<file path="config.mk">
export PLATFORM = sky130hd
export DESIGN_NAME = fetch_queue
export DESIGN_NICKNAME = d
export VERILOG_FILES = /design/src/rtl/fetch_pkg.sv /design/src/rtl/fetch_queue.sv
export SDC_FILE = /design/constraint.sdc
export NUM_CORES = 1
export LEC_CHECK = 0
export CAP_MARGIN = 15
export CORE_MARGIN = 3
export CORE_UTILIZATION = 50
export DETAILED_ROUTE_END_ITERATION = 12
export GPL_TIMING_DRIVEN = 0
export MAX_ROUTING_LAYER = met4
export PLACE_DENSITY = 0.73
export SYNTH_ARGS = -nofsm -noshare
export SYNTH_HDL_FRONTEND = slang
export SYNTH_SLANG_ARGS = --single-unit
</file>
<file path="constraint.sdc">
create_clock -name clk -period 12.4 [get_ports clk]
set_input_delay 2.48 -clock clk [delete_from_list [all_inputs] [get_ports clk]]
set_output_delay 2.48 -clock clk [all_outputs]
set_load 0.01 [all_outputs]
</file>
<file path="src/rtl/fetch_pkg.sv">
// Shared types and constants for the fetch queue between PC generation and decode.
// Latency: n/a (types only).
// Backpressure: n/a (types only).
package fetch_pkg;

  localparam int XLEN = 32;

  // Encoding of addi x0, x0, 0; decode sees this whenever nothing is valid.
  localparam logic [XLEN-1:0] NOP_INSTR = 32'h0000_0013;

  // One queue slot: the requesting PC pair, the returned word, and whether
  // the word has come back yet.
  typedef struct packed {
    logic [XLEN-1:0] pc;
    logic [XLEN-1:0] pc4;
    logic [XLEN-1:0] instr;
    logic            filled;
  } fq_entry_t;

endpackage

</file>
<file path="src/rtl/fetch_queue.sv">
// Fetch queue: issues PCs to imem, pairs in-order responses with their PCs, feeds decode.
// Latency: request accepted in cycle N, response in N+k, id_valid in N+k+1 (registered output).
// Backpressure: id_ready low fills the queue; requests stop when queued + dropped responses reach DEPTH.
//
// Ports:
//   clk, rst                     core clock, synchronous active-high reset
//   pc_in, pc_plus_four_in       current PC pair from the fetch stage
//   flush                        redirect; squashes everything and counts responses to discard
//   pc_advance                   PC register enable (request handshake or flush)
//   imem_req_*                   request channel (valid/ready), address = pc_in
//   imem_rsp_*                   in-order response strobe, no backpressure
//   id_*                         decode channel (valid/ready) carrying {instr, pc, pc+4}
module fetch_queue
  import fetch_pkg::*;
#(
  parameter int              DEPTH     = 4,
  parameter logic [XLEN-1:0] NOP_INSTR = fetch_pkg::NOP_INSTR
) (
  input  logic            clk,
  input  logic            rst,
  input  logic [XLEN-1:0] pc_in,
  input  logic [XLEN-1:0] pc_plus_four_in,
  input  logic            flush,
  output logic            pc_advance,
  output logic            imem_req_valid,
  input  logic            imem_req_ready,
  output logic [XLEN-1:0] imem_req_addr,
  input  logic            imem_rsp_valid,
  input  logic [XLEN-1:0] imem_rsp_data,
  output logic            id_valid,
  input  logic            id_ready,
  output logic [XLEN-1:0] id_instr,
  output logic [XLEN-1:0] id_pc,
  output logic [XLEN-1:0] id_pc_plus_four
);

  localparam int IW = $clog2(DEPTH);
  localparam int PW = IW + 1;   // extra wrap bit separates full from empty

  fq_entry_t entries [DEPTH];

  logic [PW-1:0] head;
  logic [PW-1:0] fill;
  logic [PW-1:0] tail;
  logic [PW-1:0] drop_cnt;
  logic [PW-1:0] occ;
  logic [PW-1:0] inflight;
  logic [PW:0]   used;
  logic [PW:0]   flush_drop;

  logic [IW-1:0] head_idx;
  logic [IW-1:0] fill_idx;
  logic [IW-1:0] tail_idx;

  logic req_fire;
  logic rsp_drop;
  logic rsp_fill;
  logic deq;

  assign head_idx = head[IW-1:0];
  assign fill_idx = fill[IW-1:0];
  assign tail_idx = tail[IW-1:0];

  assign occ      = tail - head;
  assign inflight = tail - fill;

  // Squashed responses still in flight reserve slots too, so the total number
  // of outstanding requests never exceeds DEPTH.
  assign used = {1'b0, occ} + {1'b0, drop_cnt};

  assign imem_req_valid = !rst && !flush && (used < (PW+1)'(DEPTH));
  assign imem_req_addr  = pc_in;
  assign req_fire       = imem_req_valid && imem_req_ready;
  assign pc_advance     = !rst && (req_fire || flush);

  assign rsp_drop = imem_rsp_valid && (drop_cnt != '0);
  assign rsp_fill = imem_rsp_valid && (drop_cnt == '0) && (inflight != '0);

  // Everything not yet returned becomes a response to discard; a response
  // landing in the flush cycle itself is consumed right away.
  always_comb begin
    flush_drop = {1'b0, drop_cnt} + {1'b0, inflight};
    if (imem_rsp_valid && (flush_drop != '0)) begin
      flush_drop = flush_drop - (PW+1)'(1);
    end
  end

  assign id_valid        = !rst && entries[head_idx].filled && (occ != '0);
  assign deq             = id_valid && id_ready;
  assign id_instr        = id_valid ? entries[head_idx].instr : NOP_INSTR;
  assign id_pc           = entries[head_idx].pc;
  assign id_pc_plus_four = entries[head_idx].pc4;

  always_ff @(posedge clk) begin
    if (rst) begin
      head     <= '0;
      fill     <= '0;
      tail     <= '0;
      drop_cnt <= '0;
      for (int i = 0; i < DEPTH; i++) begin
        entries[i] <= '0;
      end
    end else if (flush) begin
      head     <= '0;
      fill     <= '0;
      tail     <= '0;
      drop_cnt <= flush_drop[PW-1:0];
      for (int i = 0; i < DEPTH; i++) begin
        entries[i].filled <= 1'b0;
      end
    end else begin
      // The occupancy bound keeps tail, fill and head on distinct slots
      // whenever they are written in the same cycle.
      if (req_fire) begin
        entries[tail_idx].pc     <= pc_in;
        entries[tail_idx].pc4    <= pc_plus_four_in;
        entries[tail_idx].filled <= 1'b0;
        tail                     <= tail + PW'(1);
      end
      if (rsp_fill) begin
        entries[fill_idx].instr  <= imem_rsp_data;
        entries[fill_idx].filled <= 1'b1;
        fill                     <= fill + PW'(1);
      end
      if (rsp_drop) begin
        drop_cnt <= drop_cnt - PW'(1);
      end
      if (deq) begin
        head <= head + PW'(1);
      end
    end
  end

  // A response with nothing outstanding means imem broke its protocol.
  always @(posedge clk) begin
    if (!rst && imem_rsp_valid) begin
      assert (drop_cnt != '0 || inflight != '0)
        else $error("fetch_queue: imem response with no outstanding request");
    end
  end

endmodule
</file>
==> flow_summary.ini <==
[setup_path]
cp_data_arrival_time_ns = 4.95
cp.buffers_inverters = 4
rrSetupSlack_ns = 8.40
worstPathMaxFanout = 10
required_ns = 9.92
r2r_end = entries[0][51]
cp_common_cell = nor2_1
crit_type = in -> out
path_cells = clkdlybuf4s50_1 -> nor2_1 -> and4_1 -> buf_2 -> clkbuf_1 -> nor2_1 -> nor2_1 -> clkdlybuf4s50_1
reg2reg_from = tail[0]
crit_family = buffers and inverters
max_stage_delay_ns = 0.56
crit_path_start_kind = input port
crit_path_end = pc_advance
critical_path_cell_count = 8
endpoint_kind = output port
cp-startpoint = rst
r2r_cells = 12
cpMaxStageDelayCell = clkdlybuf4s50_1

[sta]
setup_viol_count_final = 0
fmax_mhz = 135
hold_viol = 0
rsz0062_at_grt = false
finalCritPeriodShare = 0.599
slew_viol_final = 0
layout_setup_ws_ns = 4.97
tns_ns = 0
hold_slack_ns = 0.453
worst_pin_slew_ns = 0.925
fin_crit_ns = 7.43
max-slew-margin-rel = 0.383
skew_ns = 0.0209

[drt]
detail_route.wl_per_cell_um = 22.9
drt_wl_total_um = 44600
ant_nets = 0
post_drt_via_cell_ratio = 5.70
first_pass_iters = 5
drc = 0
drt_iter0_markers = 795
vias = 11100

[cells_and_area]
drive_gt1_frac = 0.172
register_area_um2 = 11900
stdcell_count = 1947
final_area_um2 = 22800
multi_input_area_um2 = 5700
fillCellCount = 2596
syn2layout_area_growth_pct = 23.8
utilization = 0.634
nets = 1577

[floorplanning]
num_io_pins = 233
fp.dieW_um = 198
coreArea_um2 = 35900
rows = 69
die_h_um = 198
die-area_um2 = 39100
initial_core_util = 0.512

[global_routing]
grt_usage = 0.234
grt_pass1_vias = 11600
antenna_found_initial = 5
grt_pass1_wl_um = 67300
overflow = 0
grt_max_degree = 39

[clocking]
numCtsBuffers = 42
cts_tree = done
ctsHoldBuffers = 0
post-cts-setup-buffers = 0
clock_latency_ns = 0.53
clockBufferDepth = 3
cts_resized = 0
root_buffer = clkbuf_16
cts_max_level = 2
clk_pin_slew_ns = 0.05
clock-sinks = 402

[power]
p_seq_frac = 0.521
p_switching_mw = 0.625
power_leakage_nw = 9.04
power_frac_clock = 0.404
vdd_drop_max_mv = 0.0814
powerDensity_nw_per_um2 = 131
p_sw_frac = 0.210
combPwrFrac = 0.075
internal_power_mw = 2.35
finalPower_mw = 2.98

[status]
status = finished, final reports clean

[yosys]
yosys_warnings = 0
synth_flop_cell = edfxtp_1
synthesis.nets = 1295
synthArstFlopShare = 0
seq_area_frac_synth = 0.647
syn-mean-instance-area_um2 = 15.7
synth_cell_type_count = 47
synth_top_area_share = 0.627
syn-cell-area_um2 = 18400
yosysTopAreaCell = edfxtp_1
syn_inst = 1171
yosys-top-cells-area = edfxtp_1, mux4_2, and3_1, and2_1, dfxtp_1
ys_ff_latch = 402
synth_edf_count = 384

[place]
dpl_worst_slack_ns = 4.99
dp_hpwl_um = 28600
gp_congestion = 0.780
numPlacedInstances = 1870
numPortBuffers = 231
dpl_cell_area_um2 = 21500

[min_path]
whs_path_depth = 2
min_path_type = reg -> reg

[run]
maxCapViolCount = 0
-- layout make-up --
type	instances	share of cell area
Inverter	20	0.00330
Multi-Input combinational cell	619	0.250
Clock buffer	51	0.0494
Sequential cell	402	0.522
Clock inverter	21	0.00797
Tap cell	461	0.0253
Timing Repair Buffer	238	0.109
Antenna cell	5	0.000549
Buffer	130	0.0323
-- sequential cells by signal, indices dropped and copies added (netlist names), named ones only --
name	flops
drop_cnt	3
entries	388
fill	3
tail	3
head	3
-- metal layers --
| layer | up-vias | track usage | wire, um | part of all wire |
|---|---|---|---|---|
| li1 | 5001 | - | - | - |
| met1 | 5619 | 0.312 | 17800 | 0.40 |
| met2 | 397 | 0.382 | 22800 | 0.51 |
| met3 | 75 | 0.0327 | 2850 | 0.064 |
| met4 | 0 | 0.0705 | 1220 | 0.027 |
| met5 | - | - | 0 | 0 |
-- placed cells by master, fill, tap and decap left out, types with 19 or more instances in the layout --
master,n
buf_2,30
edfxtp_1,384
clkbuf_16,43
clkdlybuf4s50_1,231
buf_4,32
nor2b_1,30
and3_1,257
clkbuf_1,56
ha_1,19
mux4_2,97
and2_1,132
-- logic make-up (layout without fill, tap and decap cells) --
kind of cell	after synthesis	after routing	share of synthesized area
and+or+nand+nor	469	469	0.158
AOI/OAI and AO/OA	21	21	0.00939
buffers and inverters	150	460	0.0441
xor gates and xnor gates	7	7	0.00503
DFF	402	402	0.647
muxes	100	100	0.120
other	0	5	0
adders and majority gates	22	22	0.0162
-- power by group through the flow --
stage               logic (mW)  clock network (mW)  registers (mW)
finish                   0.224                1.20            1.55
floorplan               0.0984                   0            1.58
detailed placement       0.223                   0            1.58
global route             0.240                1.27            1.56
CTS                      0.225                1.22            1.55
global placement         0.214                   0            1.58
-- cell usage after synthesis (2+ instances only) --
library cell    n
nand3_1         4
xnor2_1         4
o21bai_1        4
nand2_1         8
edfxtp_1      384
nand3b_1        2
nand2b_1        4
a211oi_1        2
buf_6          12
mux4_2         97
nor2_1         11
nor2b_1        30
and3_1        257
inv_1          18
a21oi_1         4
buf_1           6
ha_1           19
or2_1          11
o21ai_0         2
clkbuf_1       50
and3_4          4
buf_4          32
mux2i_1         3
dfxtp_1        18
buf_2          30
fa_1            3
and2_1        132
-- worst register-to-register path, cell delays in order (launching register included) --
cell and delay, ns:
dfxtp_1 0.36, inv_1 0.16, ha_1 0.17, inv_1 0.05
fa_1 0.36, xnor3_2 0.27, ha_1 0.29, nor3_1 0.21
and4_1 0.23, clkbuf_1 0.54, and2_1 0.26, or2_4 0.46
buf_12 0.32
-- how the worst min path moves through the flow --
stage | startpoint | to | slack [ns]
after floorplan | entries[2][0] | entries[2][0] | 0.43
after global placement | entries[0][0] | entries[0][0] | 0.44
after detailed placement | entries[0][0] | entries[0][0] | 0.45
after CTS | entries[0][0] | entries[0][0] | 0.45
after global routing | entries[2][0] | entries[2][0] | 0.47
final | entries[0][0] | entries[0][0] | 0.45
Note: power is estimated with default switching activity, not from simulation.
==> edit, RTL diff (same settings) <==
Change the parameter `DEPTH` from 4 to 8.
--- a/src/rtl/fetch_queue.sv
+++ b/src/rtl/fetch_queue.sv
@@ -14,5 +14,5 @@
   import fetch_pkg::*;
 #(
-  parameter int              DEPTH     = 4,
+  parameter int              DEPTH     = 8,
   parameter logic [XLEN-1:0] NOP_INSTR = fetch_pkg::NOP_INSTR
 ) (
Check against the original RTL: not settled (the Yosys comparison gave no result); the edit may change what the design does.
==> edit against the unedited design <==
- clock power grew 100%
- sequential cell count grew 393
- setup slack gained 0.024 ns
- total power grew 95%
- routed wire length grew 100%
- final area grew 87%
- area after synthesis grew 97%
- register-to-register slack lost 0.78 ns
- largest power group unchanged
- highest routed layer unchanged
==> edit: results (changes against the unedited design) <==
Final layout
  • Final Net Count: 2728 (+73%)
  • Layout Cells excl Fill: 3622 (+86%)
  • Flip-flop count of the largest register, all copies and words added: 776 (+100%)

Placed design
  • Total cell area at the placement stage: 40000 µm² (+86%)
  • RD Place Congestion: 0.809 (+3.6%)
  • Detailed Place HPWL: 56.7 mm (+98%)
  • Placed Cells incl. Taps: 3468 (+85%)
  • Count of input and output buffers: 230 (-0.43%)

Clock tree
  • Worst-skew pair later-pin latency: 0.63 ns (+0.10 ns)
  • Num CTS Buffers: 83 (+98%)
  • Depth of the CTS H-tree: 3 (+1)

Drt
  • Iteration-0 DRC count of the detailed router: 1915 (+140%)
  • Post-Route WL: 89.1 mm (+100%)

Synth
  • Post-Syn Instances: 2278 (+95%)
  • Part of the Yosys area used for sequential elements: 65.1% (+0.46 points)
  • Commonest cells post-synth: and2_1, edfxtp_1, mux4_2
  • Post-synth cell types: 53 (+13%)
  • Number of enable-type register cells in the synthesized netlist: 768 (+100%)

Setup path
  • Critical Path Max Stage Delay: 0.61 ns (+0.05 ns)
  • Arrival time reported for the critical path endpoint: 4.93 ns (-0.02 ns)

STA
  • Measured slew at the worst slew-check pin: 1.15 ns (+0.227 ns)
  • Worst clock skew: 0.0146 ns (-0.00628 ns)

Global route
  • Via count of the first global-routing pass: 22000 (+91%)
  • Number of antenna violations at the first check in global routing: 7 (+2)
  • Aggregate global-route resource usage: 24.6% (+1.2 points)
  • Largest net degree at the start of global routing: 48 (+23%)

Power
  • Static Leakage: 15.0 nW (+66%)
  • Worst vdd rail ir drop: 0.0996 mV (+22%)

Run status
  • Run status: finished clean
[edit: changes by cell type after synthesis, sizes merged, moves of 14 or more]
cell,before,now
and2,132,770
edfxtp,384,768
and3,261,3
mux4,97,194
clkbuf,50,124
mux2,0,64
mux2i,3,38
nor2,11,43
nor2b,30,0
buf,80,57
nand2,8,22
[edit: area by class of cell]
class / instances / area (µm²)
diodes: 7 / 17.5
clock inverters: 33 / 367
multi-input cells: 1284 / 11800
repair buffers: 240 / 2550
clock buffers: 114 / 2220
well taps: 950 / 1190
flip-flops and latches: 795 / 23600
plain buffers: 181 / 806
fillers: 5320 / 29000
inverters: 18 / 67.6
[edit: layer usage]
layer / routed length, µm / global-route usage (%) / vias up / share of wire, %
li1: - / - / 9041 / -
met1: 34200 / 30.7 / 10600 / 38
met2: 46100 / 41.5 / 807 / 52
met3: 6650 / 4.06 / 156 / 7.5
met4: 2220 / 7.74 / 0 / 2.5
met5: 0 / - / - / 0
[edit: final timing paths]
kind | endpoint | slack [ns] | from
min | entries[5][0] | 0.45 | entries[5][0]
max | id_instr[5] | 4.99 | rst
max reg2reg | entries[2][43] | 7.62 | tail[0]
min reg2reg | entries[5][0] | 0.45 | entries[5][0]
[edit: kinds of logic (layout without fill, tap and decap cells)]
kind of cell | after synthesis | after routing | synth area share [%]
simple gates | 911 | 911 | 15.4
xor+xnor | 12 | 12 | 0.290
mux | 296 | 296 | 15.1
buf+inv | 199 | 586 | 2.41
fa+ha+maj | 23 | 23 | 0.856
other cells | 0 | 7 | 0
flops | 795 | 795 | 65.1
compound gates | 42 | 42 | 0.818
[edit: power breakdown]
part	internal [mW]	switching, mW	total, mW
Sequential	3.04	0.0294	3.07
Combinational	0.154	0.192	0.346
Clock	1.37	1.03	2.40
Total	4.56	1.25	5.81
